--- config.mk ---
export PLATFORM = sky130hd
export DESIGN_NAME = la_dffnq_pipe
export DESIGN_NICKNAME = d
export VERILOG_FILES = /design/src/rtl/la_dffnq_pipe.sv
export SDC_FILE = /design/constraint.sdc
export NUM_CORES = 1
export LEC_CHECK = 0
export CAP_MARGIN = 20
export CORE_AREA = 2 2 39 41
export DETAILED_ROUTE_END_ITERATION = 8
export DIE_AREA = 0 0 41 43
export PLACE_DENSITY_LB_ADDON = 0.15
export SETUP_SLACK_MARGIN = 0.15
export SYNTH_ARGS = -nofsm -noshare
export SYNTH_HDL_FRONTEND = slang
export SYNTH_SLANG_ARGS = --single-unit
--- constraint.sdc ---
create_clock -name clk -period 2.4 [get_ports clk]
set_clock_uncertainty 0.2 [all_clocks]
set_input_delay 0.36 -clock clk [delete_from_list [all_inputs] [get_ports clk]]
set_output_delay 0.36 -clock clk [all_outputs]
set_load 0.02 [all_outputs]
--- src/rtl/la_dffnq_pipe.sv ---
// rtl/la_dffnq_pipe.sv - negative-edge register pipeline with valid/ready flow control
//
// Purpose:
//   WIDTH-bit, DEPTH-stage elastic pipeline whose state updates on the falling
//   clock edge. Empty stages always accept, so bubbles collapse behind a
//   stalled output. Outputs come straight from the last stage's registers.
//
// Ports:
//   clk        in   1               clock, state changes on the falling edge
//   reset      in   1               asynchronous active-high reset
//   flush      in   1               synchronous clear of every stage
//   in_valid   in   1               upstream word present
//   in_ready   out  1               pipeline takes in_data at the next falling edge
//   in_data    in   WIDTH           upstream word
//   out_valid  out  1               last stage holds a word
//   out_ready  in   1               downstream takes out_data at the next falling edge
//   out_data   out  WIDTH           last stage word
//   count      out  clog2(DEPTH+1)  number of occupied stages
//
// Parameters:
//   WIDTH, DEPTH, RESETVAL (value of every stage after reset/flush),
//   PROP (implementation property string; "NOCHECK" drops the embedded checks).

module la_dffnq_pipe #(
  parameter int                WIDTH    = 1,
  parameter int                DEPTH    = 2,
  parameter logic [WIDTH-1:0]  RESETVAL = '0,
  parameter                    PROP     = "DEFAULT"
) (
  input  logic                       clk,
  input  logic                       reset,
  input  logic                       flush,
  input  logic                       in_valid,
  output logic                       in_ready,
  input  logic [WIDTH-1:0]           in_data,
  output logic                       out_valid,
  input  logic                       out_ready,
  output logic [WIDTH-1:0]           out_data,
  output logic [$clog2(DEPTH+1)-1:0] count
);

  localparam int CW     = $clog2(DEPTH + 1);
  localparam bit CHECKS = (PROP != "NOCHECK");

  // Stage state: v[i] valid flag, d[i] data word. Stage DEPTH-1 is the output.
  logic [DEPTH-1:0] v;
  logic [WIDTH-1:0] d [DEPTH];

  // Per-stage ready and the word each stage would load if it moves.
  logic [DEPTH-1:0] ready;
  logic [DEPTH-1:0] src_v;
  logic [WIDTH-1:0] src_d [DEPTH];

  logic          xfer_in;
  logic          xfer_out;
  logic [CW-1:0] count_nxt;

  // Ready chain r[i] = !v[i] | r[i+1] with r[DEPTH] = out_ready, unrolled:
  // a stage can move when the output drains or any stage at or after it is
  // empty. The flat form avoids a self-referencing combinational vector.
  for (genvar i = 0; i < DEPTH; i++) begin : g_ready
    assign ready[i] = out_ready | ~(&v[DEPTH-1:i]);
  end

  // Stage 0 loads from the input port, every other stage from its predecessor.
  assign src_v[0] = in_valid;
  assign src_d[0] = in_data;
  for (genvar i = 1; i < DEPTH; i++) begin : g_src
    assign src_v[i] = v[i-1];
    assign src_d[i] = d[i-1];
  end

  // Flush blocks acceptance on the same edge it clears the pipe.
  assign in_ready  = ready[0] & ~flush;
  assign out_valid = v[DEPTH-1];
  assign out_data  = d[DEPTH-1];

  assign xfer_in   = in_valid & in_ready;
  assign xfer_out  = out_valid & out_ready;
  assign count_nxt = count + CW'(xfer_in) - CW'(xfer_out);

  always_ff @(negedge clk or posedge reset) begin
    if (reset) begin
      v     <= '0;
      count <= '0;
      for (int i = 0; i < DEPTH; i++) begin
        d[i] <= RESETVAL;
      end
    end else if (flush) begin
      v     <= '0;
      count <= '0;
      for (int i = 0; i < DEPTH; i++) begin
        d[i] <= RESETVAL;
      end
    end else begin
      for (int i = 0; i < DEPTH; i++) begin
        if (ready[i]) begin
          v[i] <= src_v[i];
          // Data only moves with a valid word; a bubble leaves d untouched.
          if (src_v[i]) begin
            d[i] <= src_d[i];
          end
        end
      end
      count <= count_nxt;
    end
  end

  // Embedded invariants, checked mid-cycle on the rising edge where the
  // falling-edge state is settled.
  if (CHECKS) begin : g_checks
    a_count_popcount: assert property (
      @(posedge clk) disable iff (reset) count == CW'($countones(v)));

    a_count_range: assert property (
      @(posedge clk) disable iff (reset) count <= CW'(DEPTH));

    a_flush_blocks: assert property (
      @(posedge clk) disable iff (reset) flush |-> !in_ready);

    a_stall_hold: assert property (
      @(negedge clk) disable iff (reset)
      (out_valid && !out_ready && !flush) |=> (out_valid && $stable(out_data)));
  end

endmodule

Word-level counts from Yosys, hierarchy flattened
Cells that the tools add are included.

cells by class
  add/sub/neg operators = 2
  multiplexer cells = 9
  bitwise gates (word level) = 8
  reductions and logical operators = 7

operators with widths
  kind                                         count
  2-bit nonzero test                           4
  1-bit two-way mux                            6
  2-bit two-way mux                            3
  2-bit AND reduction                          3
  1-bit AND                                    3
  1-bit inverter                               3
  2-bit by 1-bit adder with 2-bit output       1
  1-bit OR                                     2
  2-bit by 1-bit subtractor with 2-bit output  1

word-level totals
  register bits after elaboration = 6
  bits of input ports = 6
  output and inout bits = 5

Logic depth before layout (Yosys ltp)
  word-level depth = 8
  depth in mapped cells = 8

==> flow_results.org <==
** Clock tree
- CTS Hold Bufs :: 0
- Buffer cell driving the clock tree root :: clkbuf_4
- CTS saw 6 sinks.
- Clock latency on the worst-skew pair, taken at its later pin, is 0.25 ns.
- CTS tree :: done
- Counting the buffers created by CTS gives 3.
- After clock tree synthesis, the clock-pin slew on the worst setup and hold paths is 0.03 ns.
- H-tree lvl count :: 1
- The clock passes through at most 2 buffers.

** Pwr
- Power per Cell Area :: 464 nW/um^2
- Switching Share :: 25.0%
- Across the VDD grid, the largest voltage drop is 172 uV.
- Static leakage power :: 0.333 nW
- Total internal power :: 0.219 mW
- Per report_power, the combinational group accounts for roughly 30% of the total.
- Summed over all nets, the switching power comes to 0.0733 mW.
- Clk network pwr share :: a little under a third
- Fraction of power consumed by sequential logic :: 38.8%

** Synthesis
- The synthesized netlist devotes 26.0% of its cell area to simple gates.
- The synthesized netlist devotes around 7.6% of its cell area to compound gates.
- Of the total synthesized cell area, the portion taken by XOR and XNOR cells is under 10%.
- Area share of fa/ha/maj cells after synthesis :: approximately 8.0%
- Netlist area before placement :: 313 um^2
- Share of cell area taken by muxes after synthesis :: 0%
- Dividing the synthesized area by the synthesized cell count gives 10.1 um^2.
- Seq cells post-synth :: 6
- The Yosys step of the flow raised 0 warnings.
- In this run, distinct cell masters in the synthesized netlist total 16.
- When the netlist entered floorplanning its net count stood at 39.
- By area, the combinational part of the netlist is dominated by simple AND/OR/NAND/NOR gates.
- Of the synthesized area, sequential elements account for 48.0%.
- Cell count after synthesis :: 31

** GRT
- For this run, the total global-route usage over all layers was measured as approximately 11%.
- Number of global-route vias before repair :: 325
- Initial antenna violation count :: 0
- First-pass GRT wire length :: between 1 and 1.5 mm
- Largest net degree at the start of global routing :: 7
- Sum of overflow across all layers after global routing :: 0

** Worst hold path
- HP Start :: d[1]
- Counting instances, the worst hold path has a depth of 2.
- The min-delay analysis places its worst path in the category flop to flop.
- Hold worst-path end :: d[1]

** Cells and area
- In the final layout, the multi-input gates occupy about 190 um^2.
- Number of antenna cells inserted :: 0
- After filler insertion, the fill cell instance count of the layout stands at 145.
- From synthesis to final layout, the design area changed by 102%.
- Number of standard cells in the layout, taps in and fillers out :: 76
- Share of final-layout standard cells stronger than drive strength 1 :: 56.7%
- After routing the design area is 631 um^2.
- Area taken by flip-flops and latches :: 150 um^2
- Net count of the finished layout :: 70

** Critical path
- The startpoint identified for the worst register-to-register timing path is v[1].
- The worst setup path is captured at a primary output.
- STA classifies the critical path startpoint as a flop.
- Of all nets on the critical path, the largest fanout is 2.
- At the worst endpoint, the arrival time is 2.35 ns.
- Setup slack of the worst register-to-register path :: approximately 0.4 ns
- The most critical setup path has its startpoint at v[1].
- Highest-delay cell along the critical path :: dfrtn_1
- Number of cells on the worst reg-to-reg path :: 9
- Most frequent cell on the critical path :: buf_6
- The worst setup path is of the flop to primary output kind.
- STA puts the critical path data required time at 1.84 ns.
- Critical R2R Capture :: count[0]
- Cell-by-cell trace of the critical path :: and3b_2 > nor2_4 > buf_6 > buf_6
- Stage delay of the slowest cell on the critical path :: 0.41 ns

** Outcome
- The final reports fail on setup timing.
- The run finished, with violations left.

** Die
- 11 I/O pins were placed.
- Area enclosed by the die boundary :: between 1500 and 2000 um^2
- In this run the vertical extent of the chip is 43 um.
- Measured along the x axis, the die boundary spans around 41 um.
- Starting density of the core :: 22.6%
- Site Rows :: 14
- Std-Cell Core Area :: 1380 um^2

** Detailed routing
- In this run, the number of DRC markers left after iteration 0 of detailed routing was 5.
- Once detail routing completed, the nets flagged for antenna violations numbered 0.
- Number of iterations in the first detailed-routing pass :: 2
- Dividing the detail-routed via count by the number of cells gives 4.11.
- Post-route DRC violation count :: 0
- The routed design has 758 um of wire.
- Detailed-route via count :: around 310
- Detailed-route wire length per cell :: 9.97 um

** STA
- Final hold analysis gives a worst-case slack of approximately 0.33 ns.
- Setup repair after global routing could not meet its margin everywhere.
- The hold violation total from the final report is 0.
- In the post-route analysis, the smallest setup slack over all paths is -0.514 ns.
- Worst Max-Slew Pin Slew :: 0.237 ns
- Final-report max-slew violation count :: 0
- In the final timing run, aggregate negative setup slack is -2.33 ns.
- Headroom to the max-slew limit came out at 84.1%.
- Setup violations remaining at the end of the flow were counted as 8.

** Place
- Setup slack at placement :: -1.08 ns
- Gpl congestion :: 0.694
- In this run the cell area measured after placement is between 500 and 600 um^2.
- Detailed placer's ending HPWL :: 531 um
- Placed Cells incl. Taps :: 65
- During placement, the flow inserted port buffers numbering 10.

** Flow run
- Max-cap violations in this run came to 0.
state kept, by name, summed over array words and instances, names as in the netlist:
name,flops
count,2
d,1
out_data,1
v,2
repair_timing:
action	in CTS	in global routing
gates resized for setup	43	6
pin swaps	5	2
endpoints found under the setup margin	11	10
setup buffers	6	2
worst max-delay path: cells and delay by family (launching register included):
kind | cells | cell delay [ns]
DFF | 1 | 0.41
buffers and inverters | 2 | 0.23
and+or+nand+nor | 2 | 0.27
worst max-delay path by stage:
stage                     to  cells past startpoint
floorplan           count[0]                      7
global placement    count[0]                      8
detailed placement  count[1]                      9
CTS                 in_ready                      4
global route        in_ready                      4
finish              in_ready                      4
metrics by stage:
| step | util (%) | power, mW |
|---|---|---|
| global route | 45.6 | 0.312 |
| global placement | 36.2 | 0.178 |
| detailed placement | 36.2 | 0.180 |
| CTS | 42.6 | 0.289 |
| finish | 45.6 | 0.293 |
| floorplan | - | 0.142 |
logic make-up after synthesis:
group	count (synthesis)
simple gates	13
buf+inv	4
compound gates	4
flops	6
xor+xnor	2
fa+ha+maj	2
power by group through the flow:
| stage | logic, mW | clock network [mW] | registers [mW] |
|---|---|---|---|
| after floorplan | 0.0212 | 0 | 0.121 |
| after global placement | 0.0646 | 0 | 0.114 |
| after detailed placement | 0.0654 | 0 | 0.114 |
| after CTS | 0.0797 | 0.0959 | 0.113 |
| after global routing | 0.0965 | 0.101 | 0.114 |
| final | 0.0885 | 0.0906 | 0.114 |
cells in the final DEF, fill, tap and decap left out:
master	Yosys	final
a21oi_2	1	1
dfrtn_1	6	6
o21ai_2	0	1
clkdlybuf4s50_1	0	2
nor2b_4	0	1
nor2_4	0	2
nand3b_1	1	1
ha_1	2	1
nand3b_4	1	1
a21oi_1	1	1
nor2b_1	2	1
nand2_1	1	1
and3b_2	0	1
and2_1	1	1
o21ai_0	1	1
xnor2_2	0	1
buf_2	0	1
inv_1	4	4
buf_6	0	10
clkbuf_4	0	3
nor2_1	6	4
ha_2	0	1
xor2_1	1	1
buf_4	0	11
dlygate4sd2_1	0	2
routing by layer:
layer  global-route usage (%)  vias to the layer above  wire (um)
li1                         -                      158          -
met1                     11.5                      145        281
met2                     16.9                        9        412
met3                     3.14                        0         64
met4                     8.00                        0          0
met5                        0                        -          0
cells in the mapped netlist, drive strengths merged:
master / count / share of area [%]
dfrtn: 6 / 48
a21oi: 2 / 4.4
xor2: 1 / 2.8
inv: 4 / 4.8
nor2: 6 / 7.2
nand2: 1 / 1.2
nor2b: 2 / 4.0
ha: 2 / 8.0
xnor2: 1 / 2.8
and2: 1 / 2.0
o21ai: 2 / 3.2
and3b: 1 / 2.8
nand3b: 2 / 8.8
cell type report:
| cell class | count | share of cell area (%) |
|---|---|---|
| sequential | 6 | 23.8 |
| inverter | 4 | 2.38 |
| multi-input combinational | 21 | 29.4 |
| clock buffer | 3 | 3.57 |
| tap | 16 | 3.17 |
| timing repair buffer | 26 | 37.7 |
(Power assumes the default switching activity.)
==> patch (same settings) <==
`DEPTH`: 2 -> 4.
--- a/src/rtl/la_dffnq_pipe.sv
+++ b/src/rtl/la_dffnq_pipe.sv
@@ -23,7 +23,7 @@
 
 module la_dffnq_pipe #(
   parameter int                WIDTH    = 1,
-  parameter int                DEPTH    = 2,
+  parameter int                DEPTH    = 4,
   parameter logic [WIDTH-1:0]  RESETVAL = '0,
   parameter                    PROP     = "DEFAULT"
 ) (
Interface: changed (resized count); port bits go from 11 to 12. The function was not compared with the original's and may differ.
==> patch against the unedited design <==
- the flow still finishes with violations (negative setup slack)
- worst setup slack lost 290 ps
- area after synthesis increased by 92%
- global-route usage increased by 9.0 points
- routed wire length is 80% higher
- synthesized cell count up 81%
- sequential power is 79% higher
- cell area up 55%
- sequential cell count rose by 5
- final cell count increased by 39%
- power grew 50%
- largest power group unchanged
==> patch: results (changes against the unedited design) <==
status: "finished with violations"
violations: "negative setup slack"
ir_worst_vdd_uv: 381  # +120%
portBuffers: 11  # +1
dp_hpwl_um: 834  # +57%
wl_met1_um: 584  # +110%
cp-end-kind: "register"
synthMuxAreaShare: 0.0166  # +0.0166
seq_area_frac_synth: 0.457  # -0.0226
cpPeakStageDelay_ps: 330  # -80 ps
synth_commonest_cells: "dfrtn_1 (11), nor2_1 (8), inv_1 (5)"
worstPathArrival_ps: 1930  # -420 ps
dr_wl_met3_um: 36  # -44%
grt_pass1_vias: 524  # +61%
grtUsageMet3: 0.0471  # +0.0157
synth_nets: 65  # +67%
crit_fanout: 3  # +1
r2r-start: "v[3]$_DFFE_NP0P_"
grt_use_met1: 0.275  # +0.160
synth_compound_area_frac: 0.135  # +0.0591
setup_violations: 13  # +5
power_leakage_nw: 0.512  # +54%
slowest_stage: "fa_2"
wl_per_cell_um: 12.9  # +29%
clk_latency_ps: 270  # +20 ps
vias: 509  # +63%
grt_start_max_net_pins: 12  # +5
drt_pre_antenna_iters: 4  # +2
yosys.area_share.xor_xnor: 0.0291  # -0.0269
worst_slack_ps: -807  # -293 ps
worst-r2r-setup-slack_ps: 190  # -210 ps
dpl.cell_count: 92  # +42%
synth_adder_area_share: 0.0748  # -0.00516
fillers: 110  # -24%
place_congestion: 0.691  # -0.43%
nNetsFinal: 100  # +43%
==> patch: worst max-delay path, delay by kind of cell <==
| kind | cells | cell delay, ps |
|---|---|---|
| buffers and inverters | 3 | 170 |
| xor gates and xnor gates | 1 | 160 |
| AOI/OAI and AO/OA | 1 | 140 |
| and+or+nand+nor | 3 | 370 |
| adders and majority gates | 3 | 730 |
==> patch: logic make-up (layout without fill, tap and decap cells) <==
| logic type | after synthesis | in the layout |
|---|---|---|
| and+or+nand+nor | 21 | 21 |
| DFF | 11 | 11 |
| AOI/OAI and AO/OA | 10 | 10 |
| buffers and inverters | 8 | 42 |
| adders and majority gates | 3 | 3 |
| xor gates and xnor gates | 2 | 2 |
| muxes | 1 | 1 |
==> patch: area by class of cell <==
class                   instances  area share
multi-input cells              37       0.340
repair buffers                 33       0.312
well taps                      16      0.0205
flip-flops and latches         11       0.282
inverters                       5      0.0192
clock buffers                   4      0.0269
